===== config.mk =====
export PLATFORM = sky130hd
export DESIGN_NAME = imem_program_loader
export DESIGN_NICKNAME = d
export VERILOG_FILES = /design/src/rtl/imem_program_loader.sv
export SDC_FILE = /design/constraint.sdc
export NUM_CORES = 1
export LEC_CHECK = 0
export BUFFER_PORTS_ARGS = -buffer_cell sky130_fd_sc_hd__buf_2
export CORE_MARGIN = 2
export CORE_UTILIZATION = 45
export DETAILED_ROUTE_END_ITERATION = 8
export PLACE_DENSITY = 0.66
export SETUP_SLACK_MARGIN = 0.15
export SYNTH_ARGS = -nofsm -noshare
export SYNTH_HDL_FRONTEND = slang
export SYNTH_SLANG_ARGS = --single-unit

===== constraint.sdc =====
create_clock -name clk -period 3.8 [get_ports clk]
set_input_delay 0.38 -clock clk [delete_from_list [all_inputs] [get_ports clk]]
set_output_delay 0.38 -clock clk [all_outputs]
set_load 0.03 [all_outputs]

===== src/rtl/imem_program_loader.sv =====
`default_nettype none
// =============================================================================
// Module   : imem_program_loader
// Purpose  : Packs a host byte stream into big-endian 16-bit instruction words,
//            writes them from address 0 and holds the CPU in reset until done.
// Option   : IMEM_LOADER_OPCODE_CHECK_EN rejects words with opcode 4'hB / 4'hE.
// Revision : 1.0 - initial release
// =============================================================================
module imem_program_loader #(
  parameter int ADDR_W = 8
) (
  input  logic              clk,
  input  logic              rst_n,
  input  logic              start,
  input  logic              byte_valid,
  input  logic [7:0]        byte_data,
  input  logic              byte_last,
  output logic              byte_ready,
  output logic              imem_we,
  output logic [ADDR_W-1:0] imem_addr,
  output logic [15:0]       imem_wdata,
  output logic              busy,
  output logic              done,
  output logic              error,
  output logic [ADDR_W:0]   word_count,
  output logic              cpu_hold
);

  typedef enum logic [2:0] {
    S_IDLE = 3'd0,
    S_HI   = 3'd1,
    S_LO   = 3'd2,
    S_WR   = 3'd3,
    S_DONE = 3'd4,
    S_ERR  = 3'd5
  } state_t;

  localparam logic [ADDR_W-1:0] LAST_ADDR = {ADDR_W{1'b1}};

  state_t            state_q, state_d;
  logic [7:0]        hi_q, hi_d;
  logic              last_q, last_d;
  logic [ADDR_W-1:0] addr_q, addr_d;
  logic [ADDR_W-1:0] imem_addr_q, imem_addr_d;
  logic [15:0]       imem_wdata_q, imem_wdata_d;
  logic [ADDR_W:0]   count_q, count_d;
  logic              byte_ready_q, byte_ready_d;
  logic              imem_we_q, imem_we_d;
  logic              busy_q, busy_d;
  logic              done_q, done_d;
  logic              error_q, error_d;
  logic              cpu_hold_q, cpu_hold_d;

  logic        xfer;
  logic [15:0] lo_word;
  logic        lo_bad;
  logic        wr_bad;

  assign xfer    = byte_valid && byte_ready_q;
  assign lo_word = {hi_q, byte_data};

`ifdef IMEM_LOADER_OPCODE_CHECK_EN
  // lo_bad gates the strobe as WR is entered; wr_bad steers WR itself to ERR
  assign lo_bad = (lo_word[15:12] == 4'hB) || (lo_word[15:12] == 4'hE);
  assign wr_bad = (imem_wdata_q[15:12] == 4'hB) || (imem_wdata_q[15:12] == 4'hE);
`else
  assign lo_bad = 1'b0;
  assign wr_bad = 1'b0;
`endif

  always_comb begin
    state_d      = state_q;
    hi_d         = hi_q;
    last_d       = last_q;
    addr_d       = addr_q;
    count_d      = count_q;
    imem_addr_d  = imem_addr_q;
    imem_wdata_d = imem_wdata_q;
    done_d       = done_q;
    error_d      = error_q;
    imem_we_d    = 1'b0;

    unique case (state_q)
      S_IDLE, S_DONE, S_ERR: begin
        if (start) begin
          state_d = S_HI;
          addr_d  = '0;
          count_d = '0;
          done_d  = 1'b0;
          error_d = 1'b0;
        end
      end
      S_HI: begin
        if (xfer) begin
          hi_d = byte_data;
          if (byte_last) begin
            state_d = S_ERR;
            error_d = 1'b1;
          end else begin
            state_d = S_LO;
          end
        end
      end
      S_LO: begin
        if (xfer) begin
          last_d       = byte_last;
          imem_addr_d  = addr_q;
          imem_wdata_d = lo_word;
          imem_we_d    = !lo_bad;
          state_d      = S_WR;
        end
      end
      S_WR: begin
        if (wr_bad) begin
          state_d = S_ERR;
          error_d = 1'b1;
        end else begin
          count_d = count_q + (ADDR_W+1)'(1);
          addr_d  = addr_q + ADDR_W'(1);
          if (last_q) begin
            state_d = S_DONE;
            done_d  = 1'b1;
          end else if (addr_q == LAST_ADDR) begin
            state_d = S_ERR;
            error_d = 1'b1;
          end else begin
            state_d = S_HI;
          end
        end
      end
      default: state_d = S_IDLE;
    endcase

    // Status outputs are registered from the next state so they line up with it
    byte_ready_d = (state_d == S_HI) || (state_d == S_LO);
    busy_d       = byte_ready_d || (state_d == S_WR);
    cpu_hold_d   = (state_d != S_DONE);
  end

  always_ff @(posedge clk) begin
    if (!rst_n) begin
      state_q      <= S_IDLE;
      hi_q         <= '0;
      last_q       <= 1'b0;
      addr_q       <= '0;
      count_q      <= '0;
      imem_addr_q  <= '0;
      imem_wdata_q <= '0;
      byte_ready_q <= 1'b0;
      imem_we_q    <= 1'b0;
      busy_q       <= 1'b0;
      done_q       <= 1'b0;
      error_q      <= 1'b0;
      cpu_hold_q   <= 1'b1;
    end else begin
      state_q      <= state_d;
      hi_q         <= hi_d;
      last_q       <= last_d;
      addr_q       <= addr_d;
      count_q      <= count_d;
      imem_addr_q  <= imem_addr_d;
      imem_wdata_q <= imem_wdata_d;
      byte_ready_q <= byte_ready_d;
      imem_we_q    <= imem_we_d;
      busy_q       <= busy_d;
      done_q       <= done_d;
      error_q      <= error_d;
      cpu_hold_q   <= cpu_hold_d;
    end
  end

  assign byte_ready = byte_ready_q;
  assign imem_we    = imem_we_q;
  assign imem_addr  = imem_addr_q;
  assign imem_wdata = imem_wdata_q;
  assign busy       = busy_q;
  assign done       = done_q;
  assign error      = error_q;
  assign word_count = count_q;
  assign cpu_hold   = cpu_hold_q;

endmodule
`default_nettype wire


==> metrics.md <==
| Metric | Value |
|---|---|
| Die Y | `79.4 um` |
| Worst min path class | `input port to register` |
| Worst-Margin Slew | `957 ps` |
| Starting Density | `46.4%` |
| Detail-routed net length per standard cell | `13.2 um` |
| Global route overflow | `0` |
| Clk slew on worst S/H paths | `70 ps` |
| Core area | `5510 um2` |
| Setup-failing EPs final | `0` |
| Port buffer count | `51` |
| Largest net degree at the start of global routing | `60` |
| HPWL Detailed | `3460 um` |
| Pwr/cell area | `461 nW/um2` |
| Max-Cap Viols | `0` |
| Hold_sp | `byte_data[6]` |
| Drt pass-1 iters | `4` |
| Peak supply drop | `0.000244 V` |
| Worst reg2reg setup slack | `1710 ps` |
| Met2 global-route usage | `27.5%` |
| First-pass GRT wire length | `9060 um` |
| Final-report hold violation count | `0` |
| CTS tree | `done` |
| Final slew viol count | `0` |
| Number of global-route vias before repair | `1,924` |
| Final Core Density | `55.5%` |
| Clock Tree Buf Depth | `2` |
| GRT Overall Usage | `18.5%` |
| Pleak | `1.29 nW` |
| Relative max-transition margin | `36.0%` |
| Worst EP arrival | `2360 ps` |
| DRC | `0` |
| Setup TNS | `0 ps` |
| I/O pin cnt | `52` |
| Total Power | `1.41 mW` |
| CTS resizes | `0` |
| Starting DRT DRC Count | `125` |
| Count leader, synth | `nand2_1` |
| Mapped cell area | `2550 um2` |
| Nature of the critical path endpoint | `register` |
| Grt peak-use layer | `met2` |
| Grt met1 use | `24.6%` |
| GPL Wtd Cong | `0.749` |
| Synth cell types | `44` |
| Die area | `6300 um2` |
| Worst R2R Path Depth | `4` |
| Post-synth EDFFs | `0` |
| Routing usage on met3 | `4.43%` |
| Critical path type | `register to register` |
| Critical path origin | `state_q[1]` |
| Worst EP required | `4060 ps` |
| Yosys warning total | `0` |
| Startpoint Class | `register` |
| Post-synth top flop | `dfxtp_1` |
| RR Startpoint | `state_q[1]` |
| Clk_skew | `6.30 ps` |
| Unrepaired setup endpoints after global routing | `no` |
| Hold depth | `3` |
| # diodes | `0` |
| Share of layout cells above drive strength 1 | `22.9%` |
| Antenna violations before repair | `0` |
| Finished Layout Cells | `408` |
| Syn_nets | `299` |
| Peak Freq | `477 MHz` |
| Die W | `79.4 um` |
| Final min period | `2090 ps` |
| Skew-Pair Late Insertion Delay | `340 ps` |
| Largest area contributor in the netlist | `dfxtp_1` |
| CTS sink cnt | `59` |
| Status | `finished, final reports clean` |
| Area growth syn-to-layout | `19.5%` |
| CTS Hold Bufs | `0` |
| Placed instance count | `392` |
| Vias per inst | `5.12` |
| Syn Inst Count | `284` |
| Post-CTS Setup Bufs | `0` |
| Average size of a mapped cell | `9.00 um2` |
| Root buf cell | `clkbuf_8` |
| Async SR Flop Fraction | `0%` |
| Most frequent cells after synthesis | `69 x nand2_1, 59 x dfxtp_1, 20 x a21boi_0` |
| Synth top area share | `46.2%` |
| Antenna-violating nets left | `0` |
| Rows | `27` |
| H-tree depth | `3` |
| Fin nets | `346` |
| Yosys reg bits | `59` |
| Post-synthesis sequential area ratio | `46.2%` |
| Crit path max fanout | `27` |
| Final WL | `5370 um` |
| Fin crit share | `55.1%` |
| Largest cells by area after synthesis | `dfxtp_1 46%, nand2_1 10%, a21boi_0 5.9%, mux2i_1 4.7%, nor2b_1 3.2%` |
| CTS Buf Count | `9` |
| Via count | `2,088` |
-- area by class of cell --
class                   count  area, um2
fillers                   514       2450
multi-input cells         207       1260
flip-flops and latches     59       1180
repair buffers             52        263
clock buffers              10        138
clock inverters             6        111
well taps                  72       90.1
inverters                   2       7.51
-- stage by stage --
step / setup slack, ps / hold WS, ps / cell area (um2)
2_1_floorplan: 2140 / 430 / 2550
3_3_place_gp: 1810 / 441 / 2810
3_5_place_dp: 1730 / 447 / 2810
4_1_cts: 1710 / 285 / 3050
5_1_grt: 1410 / 306 / 3050
6_report: 1710 / 300 / 3050
-- cell families after synthesis --
kind of cell	Yosys count	synth area share, %
AND/OR/NAND/NOR	133	27.3
AO/OA/AOI/OAI	59	16.1
flip-flops	59	46.2
buffers and inverters	18	4.31
multiplexers	12	4.70
adder cells (fa/ha/maj)	2	0.979
XOR/XNOR	1	0.343
-- cell usage in the layout, fill, tap and decap left out, drive strengths merged, types with 10 or more instances in the layout --
cell type,instances
nor2,11
clkbuf,10
nand2,69
buf,52
dfxtp,59
nor2b,13
a21oi,10
a21boi,29
mux2i,12
-- path summary, 6_finish.rpt --
path                         to
setup / recovery  imem_wdata[3]
hold / removal    imem_wdata[6]
setup reg to reg  imem_wdata[3]
hold reg to reg   imem_wdata[9]
-- worst max-delay path: stages (launching register included) --
cell and delay [ps]:
dfxtp_1 700, nand2b_1 220, nor3_4 770, nand2_1 130, a21boi_0 190
-- flip-flops by register name, summed over array words and instances (netlist names), 3 cells and up --
register    cells
addr_q          8
word_count      9
imem_wdata     16
hi_q            8
state_q         3
imem_addr       8
-- metal layers --
layer	wire (um)	vias to the layer above
met1	2610	987
li1	-	1064
met4	93	0
met3	173	9
met2	2490	28
met5	0	-
-- where the power goes --
group          internal, mW  switching (mW)
registers             0.624         0.00720
clock network         0.454           0.259
logic                0.0246          0.0374
total                  1.10           0.304
(Power assumes the default switching activity.)
